===== src/rtl/rand_cmd_sel_pkg.sv =====
// rand_cmd_sel_pkg: shared states, default sizing and fallback helper for rand_cmd_sel
package rand_cmd_sel_pkg;

    typedef enum logic [1:0] {IDLE, FILL, CHECK, HOLD} state_t;

    localparam int CMD_W_DEF     = 2;
    localparam int NUM_CMDS_DEF  = 3;
    localparam int MAX_RETRY_DEF = 7;

    // Next command after last, wrapping num_cmds-1 back to 0; 0 when nothing was issued yet
    function automatic int next_cmd(input int last, input logic has_last, input int num_cmds);
        return has_last ? ((last >= num_cmds - 1) ? 0 : last + 1) : 0;
    endfunction

endpackage


===== src/rtl/rand_bit_collector.sv =====
// rand_bit_collector: shifts CMD_W registered random bits into a candidate, pulsing done on the last one
module rand_bit_collector #(
    parameter int CMD_W = 2
) (
    input  logic             clk,
    input  logic             rst_n,
    input  logic             en,
    input  logic             rand_bit,
    output logic [CMD_W-1:0] cand,
    output logic             done
);
    localparam int CNT_W = $clog2(CMD_W + 1);

    logic             en_d;
    logic [CNT_W-1:0] cnt;
    logic             cap;

    // A bit is only valid one cycle after enable, and only while still enabled
    assign cap  = en && en_d;
    assign done = cap && (cnt == CNT_W'(CMD_W - 1));

    // Enable delay, bit counter (cleared whenever disabled) and candidate shift register
    always_ff @(posedge clk or negedge rst_n) begin
        if (!rst_n) begin
            en_d <= 1'b0;
            cnt  <= '0;
            cand <= '0;
        end else begin
            en_d <= en;
            if (!en) cnt <= '0;
            else if (cap) begin
                cand <= CMD_W'({cand, rand_bit});
                cnt  <= cnt + 1'b1;
            end
        end
    end
endmodule


===== src/rtl/rand_cmd_sel.sv =====
// rand_cmd_sel: rejection-samples LFSR bits into a uniform command index; RAND_CMD_SEL_NO_REPEAT_EN also rejects repeats
module rand_cmd_sel
    import rand_cmd_sel_pkg::*;
#(
    parameter int CMD_W     = CMD_W_DEF,
    parameter int NUM_CMDS  = NUM_CMDS_DEF,
    parameter int MAX_RETRY = MAX_RETRY_DEF
) (
    input  logic             clk,
    input  logic             rst_n,
    input  logic             i_req,
    input  logic             i_rand,
    input  logic             i_ack,
    output logic             o_rng_en,
    output logic [CMD_W-1:0] o_cmd,
    output logic             o_vld,
    output logic             o_fallback
);
    localparam int RW = $clog2(MAX_RETRY + 2);

    state_t           state, state_nx;
    logic [RW-1:0]    retry;
    logic [CMD_W-1:0] last_cmd, cand, fb_cmd, sel_cmd;
    logic             has_last, done, accept, exhausted;

    assign o_rng_en  = (state == FILL);
    assign o_vld     = (state == HOLD);
    assign exhausted = retry >= RW'(MAX_RETRY);
    assign fb_cmd    = CMD_W'(next_cmd(int'(last_cmd), has_last, NUM_CMDS));
    assign sel_cmd   = accept ? cand : fb_cmd;

`ifdef RAND_CMD_SEL_NO_REPEAT_EN
    assign accept = (int'(cand) < NUM_CMDS) && !(has_last && cand == last_cmd);
`else
    assign accept = int'(cand) < NUM_CMDS;
`endif

    rand_bit_collector #(.CMD_W(CMD_W)) u_collector (
        .clk      (clk),
        .rst_n    (rst_n),
        .en       (o_rng_en),
        .rand_bit (i_rand),
        .cand     (cand),
        .done     (done)
    );

    // Next-state: a rejection loops back to FILL until retries run out, then HOLD takes the fallback
    always_comb begin
        state_nx = state;
        unique case (state)
            IDLE:  if (i_req) state_nx = FILL;
            FILL:  if (done) state_nx = CHECK;
            CHECK: state_nx = (accept || exhausted) ? HOLD : FILL;
            HOLD:  if (i_ack) state_nx = IDLE;
        endcase
    end

    // State register, retry counter, output latch and command history
    always_ff @(posedge clk or negedge rst_n) begin
        if (!rst_n) begin
            state      <= IDLE;
            retry      <= '0;
            o_cmd      <= '0;
            o_fallback <= 1'b0;
            last_cmd   <= '0;
            has_last   <= 1'b0;
        end else begin
            state <= state_nx;
            if (state == IDLE && i_req) retry <= '0;
            if (state == CHECK) begin
                if (accept || exhausted) begin
                    o_cmd      <= sel_cmd;
                    o_fallback <= !accept;
                    last_cmd   <= sel_cmd;
                    has_last   <= 1'b1;
                end else retry <= retry + 1'b1;
            end
        end
    end
endmodule


===== config.mk =====
export PLATFORM = sky130hd
export DESIGN_NAME = rand_cmd_sel
export DESIGN_NICKNAME = d
export VERILOG_FILES = /design/src/rtl/rand_cmd_sel_pkg.sv /design/src/rtl/rand_bit_collector.sv /design/src/rtl/rand_cmd_sel.sv
export SDC_FILE = /design/constraint.sdc
export NUM_CORES = 1
export LEC_CHECK = 0
export CAP_MARGIN = 15
export CORE_UTILIZATION = 35
export CTS_BUF_LIST = sky130_fd_sc_hd__clkbuf_8 sky130_fd_sc_hd__clkbuf_16
export DETAILED_ROUTE_END_ITERATION = 16
export PLACE_DENSITY_LB_ADDON = 0.25
export SLEW_MARGIN = 20
export SYNTH_ARGS = -nofsm -noshare
export SYNTH_HDL_FRONTEND = slang
export SYNTH_SLANG_ARGS = --single-unit

===== constraint.sdc =====
create_clock -name clk -period 2.3 [get_ports clk]
set_clock_uncertainty 0.1 [all_clocks]
set_input_delay 0.345 -clock clk [delete_from_list [all_inputs] [get_ports clk]]
set_output_delay 0.345 -clock clk [all_outputs]
set_load 0.01 [all_outputs]

# Word-level counts from Yosys, hierarchy flattened
# Index checks and enable logic that the tools add are counted.
# op_classes
n_addsub	3
magnitude_cmp	3
n_eq_ne	8
n_mux	13
reduce_logical	9
# op_table
cell	n
$mux W2	9
$mux W4	3
$ne A2 B2 Y1 const B	4
$pmux W2 S4	1
$add A2 B1 Y2 const B	2
$add A4 B1 Y4 const B	1
$eq A2 B1 Y1 const B	2
$eq A2 B2 Y1 const B	2
$ge A4 B3 Y1 const B	1
$reduce_and A2 Y1	2
$logic_and A1 B1 Y1	3
$reduce_and A3 Y1	1
$ge A2 B2 Y1 const B	1
$logic_not A2 Y1	1
$lt A2 B2 Y1 const B	1
$logic_not A1 Y1	1
$logic_or A1 B1 Y1	1
# word_totals
regBits	15
input_bits	5

# Longest topological paths before layout
# Gate-level depths: netlist of the first run.
# depth
depth_word	5
ltp_mapped	5

# By module
# A second synthesis of the first run with hierarchy kept.
# unflattened
cells_unflattened	67
area_unflattened_um2	743.2
# by_module_without_submodules
module	n_inst	cells_each	area_each_um2
rand_cmd_sel	1	52	536.8
rand_bit_collector	1	15	206.4

# Worst setup path before layout of the first run
# No wires, ideal clock.
# synth_path
path_type	register to register
start	reg retry[0]
end	reg retry[0]
setup_time_ps	104
arrival_time_ps	1350
t_required_ps	2096
path_slack_ps	746
stages_incl_launch_ff	5
path_buffers	0
synth_period_minus_slack_ps	1554
cell_sequence	dfrtp_1 > ha_1 > a21o_1 > or3_4 > o311ai_1
# synth_via
elab_chain_len	4
elab_cells_between_ends	6
cone_classes	add/sub (1); order compare (1); mux (3); reduce/logical (1)
# synth_lines
item	line	rtl
start, declared	rand_cmd_sel.sv:22	logic [RW-1:0] retry;
start signal, assigned	rand_cmd_sel.sv:76	end else retry <= retry + 1'b1;
$ge A4 B3 Y1	rand_cmd_sel.sv:28	assign exhausted = retry >= RW'(MAX_RETRY);
$logic_or A1 B1 Y1	rand_cmd_sel.sv:71	if (accept || exhausted) begin
$mux W4	rand_cmd_sel.sv:71	
$mux W4 (*)	rand_cmd_sel.sv:70	if (state == CHECK) begin
# Mark *: on every way between the ends. The rest lies on a longest branch, timed or not.
# A chain may end at the register's enable or synchronous reset.

# Worst setup path after layout of the first run
# layout_path
start	reg state[1]
end	out o_rng_en
# layout_via
elab_chain_len	1
# layout_lines
item	line	rtl
start, declared	rand_cmd_sel.sv:21	state_t state, state_nx;
start signal, assigned	rand_cmd_sel.sv:68	state <= state_nx;
$eq A2 B1 Y1	rand_cmd_sel.sv:26	assign o_rng_en = (state == FILL);
end, declared	rand_cmd_sel.sv:14	output logic o_rng_en,
# No other way between the ends.

==> Flow_metrics.wiki, run 1 <==
{| class="wikitable"
! Metric !! Value
|-
| Outcome || completed
|-
| Global-route wire length before repair || 1890 µm
|-
| Areal power density over the cells || 1230 mW/mm²
|-
| DR DRC count || 0
|-
| Switching component of the power || between 0.0003 and 0.0004 W
|-
| Worst-Skew Late Latency || 0.24 ns
|-
| Final weighted congestion in routability-driven placement || between 0.7 and 0.8
|-
| Area growth syn-to-layout || 22.4%
|-
| Final WS setup || 0.210 ns
|-
| Unrepaired setup endpoints after global routing || no
|-
| Average wire per standard cell || between 10 and 15 µm
|-
| Share of async-settable or async-resettable flops after synthesis || 100%
|-
| Setup Viol. Count Final || 0
|-
| Count of vias placed by the detailed router || 515
|-
| Std-Cell Core Area || 0.00196 mm²
|-
| Peak ir drop on the vdd network || 683 µV
|-
| Initial core utilization || between 30% and 40%
|-
| Transition time of the tightest slew-check pin || roughly 0.68 ns
|-
| Die outline height || 47.5 µm
|-
| CP arrival || 1.64 ns
|-
| Initial antenna violation count || 0
|-
| Clock Tree Root || clkbuf_8
|-
| Max Clock Freq || around 480 MHz
|-
| Total placed cells including tap cells || 102
|-
| Overall routed net length || 1220 µm
|-
| Largest net degree at the start of global routing || 16
|-
| Setup bufs post-CTS || 0
|-
| Top-Level Pins || 10
|-
| Final Hold Fails || 0
|-
| Layout Cell Area excl Fill || 888 µm²
|-
| Share of the clock period used by the worst path || 90.9%
|-
| Comb pwr share || 37.4%
|-
| Iteration count of the initial detailed-routing pass || 4
|-
| Leading register cell type out of synthesis || dfrtp_1
|-
| DP Worst Slack || 0.491 ns
|-
| Time the worst path needs with I/O delays and setup || 2.09 ns
|-
| Sequential standard cell area || 375 µm²
|-
| Total clock buffers created by CTS || 3
|-
| Hpwl dp || between 800 and 900 µm
|-
| Required time of the critical path || 1.86 ns
|-
| Classification of the worst-slack hold path || reg2reg
|-
| Internal power component || 0.000725 W
|-
| Routed via count divided by cell count || 4.86
|-
| Count of state elements after synthesis || 15
|-
| Remaining antenna violation count after routing || 0
|-
| Horiz. Die Dim || 47.5 µm
|-
| Synthesized cell area || 726 µm²
|-
| Net count of the mapped netlist || 74
|-
| Site row count || 16
|-
| Max FO, Critical Path || 12
|-
| Count of hold buffers inserted by post-cts repair || 0
|-
| TritonCTS clock tree || yes
|-
| Post-Syn Area per Cell || 10.8 µm²
|-
| Clk buf depth || 2
|-
| Port bufs || 9
|-
| Clock network fraction of design power || 19.2%
|-
| Type of destination of the critical path || primary output
|-
| Number of instances in the synthesized netlist || 67
|-
| Cell area reported after detailed placement || 842 µm²
|-
| Library cells used by synthesis || 29
|-
| Setup Crit Path Kind || reg2out
|-
| Worst rel slew slack || 54.2%
|-
| Number of max-slew violations in the final report || 0
|-
| Number of nets in the finished design || 87
|-
| GRT Overall Usage || 12.4%
|-
| Remaining Overflow, GRT || 0
|-
| Clock-pin slew on the worst setup and hold paths || 0.06 ns
|-
| Sink Count || 15
|-
| Multi-input combinational cell area || 332 µm²
|-
| Count of max-cap constraint violations || 0
|-
| Warnings, synthesis || 0
|-
| Initial detailed-routing violation count || 7
|-
| Area of the die || 0.00226 mm²
|-
| Non-filler cells in the finished layout || 106
|-
| Switching power share of the total || 33.7%
|-
| Commonest non-fill, non-tap cells in the layout || dfrtp_1 (15), nand2_1 (9), clkdlybuf4s50_1 (9)
|-
| Total power || 0.00109 W
|-
| Antenna cell count || 0
|-
| EDFF count, synth || 0
|-
| Via count of the first global-routing pass || approximately 430
|-
| Cells resized by post-CTS repair || 0
|-
| Standby leakage power || 0.372 nW
|-
| Most frequent standard cell in the layout excluding fill and tap cells || dfrtp_1
|-
| Startpoint types || register
|-
| Fraction of final layout cells sized beyond drive strength 1 || between 10% and 20%
|-
| Post-synthesis sequential area ratio || 51.7%
|-
| Count of H-tree levels built during CTS || 1
|-
| Proportion of power drawn by flip-flops and latches || 43.4%
|-
| Fillers || 202
|-
| Setup TNS Final || 0 ns
|}
logic make-up after synthesis:
family          after synthesis  synth area share (%)
fa+ha+maj                     2                  3.45
flops                        15                  51.7
simple gates                 22                  16.0
xor+xnor                      1                  1.21
buf+inv                       4                  2.59
compound gates               18                  17.2
mux                           5                  7.76
registers in the layout, summed over array words and instances (netlist names):
| register | flops |
|---|---|
| u_collector.en_d | 1 |
| last_cmd | 2 |
| o_fallback | 1 |
| has_last | 1 |
| u_collector.cand | 2 |
| u_collector.cnt | 2 |
| retry | 4 |
| state | 2 |
worst max-delay path, cell delays in order, from the launching register on:
cell and delay [ns]:
dfrtp_1 0.49, inv_1 0.15, nand2_1 0.11, inv_1 0.11
clkdlybuf4s50_1 0.54
through the flow:
step                hold slack (ns)  util [%]
floorplan                   -0.0506         -
finish                        0.392      45.3
detailed placement            0.385      42.9
global placement              0.375      42.9
global route                  0.433      45.3
CTS                           0.400      45.3
layout make-up:
cell class              instances  share of cell area (%)
flip-flops and latches         15                    42.3
well taps                      27                    3.80
clock inverters                 1                   0.563
clock buffers                   3                    4.65
multi-input cells              48                    37.3
repair buffers                  9                    10.1
inverters                       3                    1.27
synth_stat cells (2+ instances only):
cell type | n | area [µm²]
dfrtp_1 | 15 | 375
nand2_1 | 9 | 33.8
mux2_2 | 5 | 56.3
a21boi_0 | 3 | 22.5
inv_1 | 3 | 11.3
o211ai_1 | 3 | 22.5
o21ai_0 | 3 | 15.0
and2_1 | 2 | 12.5
ha_1 | 2 | 25.0
nand2b_1 | 2 | 12.5
nor2_1 | 2 | 7.51
layer usage:
layer  GRT usage [%]  routed length, µm  share of wire [%]  up-vias
met5               0                  0                  0        -
met4            6.67                 11               0.90        0
met2            17.5                561                 46        5
met1            17.2                611                 50      245
met3            3.40                 33                2.7        2
li1                -                  -                  -      263
power by group through the flow:
stage          combinational, W  sequential (W)  clock [W]
6_report               0.000409        0.000474   0.000210
5_1_grt                0.000460        0.000489   0.000229
4_1_cts                0.000416        0.000475   0.000217
3_5_place_dp           0.000411        0.000479          0
3_3_place_gp           0.000407        0.000476          0
2_1_floorplan          0.000281        0.000461          0
path summary, 6_finish.rpt:
path                                 start    endpoint  slack, ns  depth (start not counted)
worst max-delay path              state[1]    o_rng_en       0.21                          4
worst min-delay path            o_fallback  o_fallback       0.39                          1
worst max register to register    retry[0]    retry[3]       0.61                          4
worst min register to register  o_fallback  o_fallback       0.39                          1
max in group asynchronous            rst_n    retry[2]       1.25                          1
min in group asynchronous            rst_n    has_last       0.42                          1
Note: power is estimated with default switching activity, not from simulation.
==> run 2: changes to the inputs <==
--- a/config.mk
+++ b/config.mk
@@ -9,7 +9,7 @@
 export CORE_UTILIZATION = 35
 export CTS_BUF_LIST = sky130_fd_sc_hd__clkbuf_8 sky130_fd_sc_hd__clkbuf_16
 export DETAILED_ROUTE_END_ITERATION = 16
-export PLACE_DENSITY_LB_ADDON = 0.25
+export MAX_ROUTING_LAYER = met4
 export SLEW_MARGIN = 20
 export SYNTH_ARGS = -nofsm -noshare
 export SYNTH_HDL_FRONTEND = slang
==> Flow_metrics.wiki, run 2 (synthesis gave the netlist of run 1 again) <==
{| class="wikitable"
! Metric !! Value
|-
| Most frequent standard cell in the layout excluding fill and tap cells || dfrtp_1
|-
| Met2 wire length || 602 µm (+7.3%)
|-
| Routed via count divided by cell count || 5.10 (+5.0%)
|-
| Time the worst path needs with I/O delays and setup || 2.09 ns (-0.00183 ns)
|-
| Worst-Skew Late Latency || 0.25 ns (about the same)
|-
| Global-route wire length before repair || 2080 µm (+9.8%)
|-
| TritonCTS clock tree || yes
|-
| Area of the die || 0.00226 mm² (unchanged)
|-
| Max Clock Freq || 479 MHz (about the same)
|-
| Critical R2R Capture || retry[3]
|-
| Clk buf depth || 2 (unchanged)
|-
| Count of vias placed by the detailed router || 541 (+5.0%)
|-
| Area growth syn-to-layout || 22.2%
|-
| Cells resized by post-CTS repair || 0 (unchanged)
|-
| Setup TNS Final || 0 ns (unchanged)
|-
| Worst rel slew slack || 55.4% (+1.2 points)
|-
| Required time of the critical path || 1.86 ns (about the same)
|-
| Outcome || completed
|-
| Fillers || 206 (+2.0%)
|-
| Final Hold Fails || 0 (unchanged)
|-
| Number of max-slew violations in the final report || 0 (unchanged)
|-
| Initial core utilization || 37.0% (unchanged)
|-
| Register ranked first by flip-flop count || retry
|-
| Count of max-cap constraint violations || 0 (unchanged)
|-
| Classification of the worst-slack hold path || reg2reg
|-
| Standby leakage power || 0.373 nW (+0.38%)
|-
| Unrepaired setup endpoints after global routing || no
|-
| Worst hold path stage count || 1 (unchanged)
|-
| GRT Overall Usage || 14.7% (+2.3 points)
|-
| Iteration count of the initial detailed-routing pass || 4 (unchanged)
|-
| Antenna cell count || 0 (unchanged)
|-
| Max FFs per register || 4 (unchanged)
|-
| Areal power density over the cells || 1240 mW/mm² (+0.59%)
|-
| Overall routed net length || 1290 µm (+6.2%)
|-
| Total power || 0.00110 W (+0.44%)
|-
| Largest net degree at the start of global routing || 16 (unchanged)
|-
| Std-Cell Core Area || 0.00196 mm² (unchanged)
|-
| CP arrival || 1.64 ns (about the same)
|-
| Transition time of the tightest slew-check pin || 0.666 ns (-0.0183 ns)
|-
| Setup Viol. Count Final || 0 (unchanged)
|-
| Hpwl dp || 882 µm (-0.94%)
|-
| Die outline height || 47.5 µm (unchanged)
|-
| DR DRC count || 0 (unchanged)
|-
| Sink Count || 15 (unchanged)
|-
| Initial detailed-routing violation count || 11 (+4)
|-
| Share of the clock period used by the worst path || 90.8% (about the same)
|-
| Remaining Overflow, GRT || 0 (unchanged)
|-
| Hold Path Sink || o_fallback
|-
| Length in cells of the worst reg-to-reg path || 4 (unchanged)
|-
| Count of hold buffers inserted by post-cts repair || 0 (unchanged)
|-
| Startpoint types || register
|-
| Routed wire length on met3 || 46 µm (+39%)
|-
| Final weighted congestion in routability-driven placement || 0.793 (+0.89%)
|-
| Commonest non-fill, non-tap cells in the layout || dfrtp_1 (15), nand2_1 (9), clkdlybuf4s50_1 (9)
|-
| Setup Crit Path Kind || reg2out
|-
| Top Metal Used || met4
|-
| Setup slack of the most critical reg-to-reg path || 0.57 ns (-0.04 ns)
|-
| Fraction of final layout cells sized beyond drive strength 1 || 16.5% (-1.3 points)
|-
| Site row count || 16 (unchanged)
|-
| M1 WL || 631 µm (+3.3%)
|-
| Max FO, Critical Path || 12 (unchanged)
|-
| Average wire per standard cell || 12.2 µm (+6.2%)
|-
| Top-Level Pins || 10 (unchanged)
|-
| Setup bufs post-CTS || 0 (unchanged)
|-
| Clock Tree Root || clkbuf_8
|-
| Type of destination of the critical path || primary output
|-
| Critical hold path startpoint || o_fallback
|-
| Peak ir drop on the vdd network || 530 µV (-22%)
|-
| Count of H-tree levels built during CTS || 1 (unchanged)
|-
| Via count of the first global-routing pass || 458 (+5.8%)
|-
| Number of nets in the finished design || 87 (unchanged)
|-
| Port bufs || 9 (unchanged)
|-
| Horiz. Die Dim || 47.5 µm (unchanged)
|-
| Clock-pin slew on the worst setup and hold paths || 0.06 ns (about the same)
|-
| Initial antenna violation count || 0 (unchanged)
|-
| Total clock buffers created by CTS || 3 (unchanged)
|-
| Remaining antenna violation count after routing || 0 (unchanged)
|-
| Start of the worst register-to-register path || retry[0]
|}
[run 2: cell count changes in the layout (fill, tap and decap cells not counted)]
cell      change
clkinv_2      -1
inv_1         +1
[run 2: power by group]
group | leakage [nW] | switching (W) | total [W] | internal [W]
combinational | 0.159 | 0.000170 | 0.000409 | 0.000239
clock | 0.0269 | 0.0000929 | 0.000211 | 0.000118
sequential | 0.188 | 0.000112 | 0.000478 | 0.000366
total | 0.373 | 0.000375 | 0.00110 | 0.000722
[run 2: routing by layer]
layer | vias to the layer above | GRT usage, %
li1 | 261 | -
met1 | 259 | 19.1
met2 | 19 | 20.0
met3 | 2 | 3.40
met4 | 0 | 10.0
met5 | - | -
[run 2: cell type report]
type	count	area [µm²]	share of cell area [%]
well taps	27	33.8	3.81
repair buffers	9	90.1	10.2
multi-input cells	48	332	37.4
inverters	3	11.3	1.27
flip-flops and latches	15	375	42.3
clock buffers	3	41.3	4.65
clock inverters	1	3.75	0.423
[run 2: metrics by stage]
step | utilization (%) | instances | setup slack, ns | hold WS [ns] | instance area (µm²)
floorplan | - | 67 | 0.746 | -0.0506 | 726
detailed placement | 42.9 | 102 | 0.495 | 0.381 | 842
CTS | 45.2 | 106 | 0.215 | 0.390 | 887
global placement | 42.9 | 102 | 0.521 | 0.376 | 842
global route | 45.2 | 106 | 0.122 | 0.405 | 887
finish | 45.2 | 106 | 0.212 | 0.386 | 887
[run 2: worst max-delay path, cell delays in order, from the launching register on]
cell and delay (ns):
dfrtp_1 0.49, inv_1 0.14, nand2_1 0.11, inv_1 0.11, clkdlybuf4s50_1 0.54
[run 2: worst max path at each step]
stage / start / to / slack [ns]
after detailed placement: state[1] / o_rng_en / 0.49
final: state[1] / o_rng_en / 0.21
after floorplan: retry[0] / retry[0] / 0.75
after global routing: state[1] / o_rng_en / 0.12
after CTS: state[1] / o_rng_en / 0.21
after global placement: state[1] / o_rng_en / 0.52
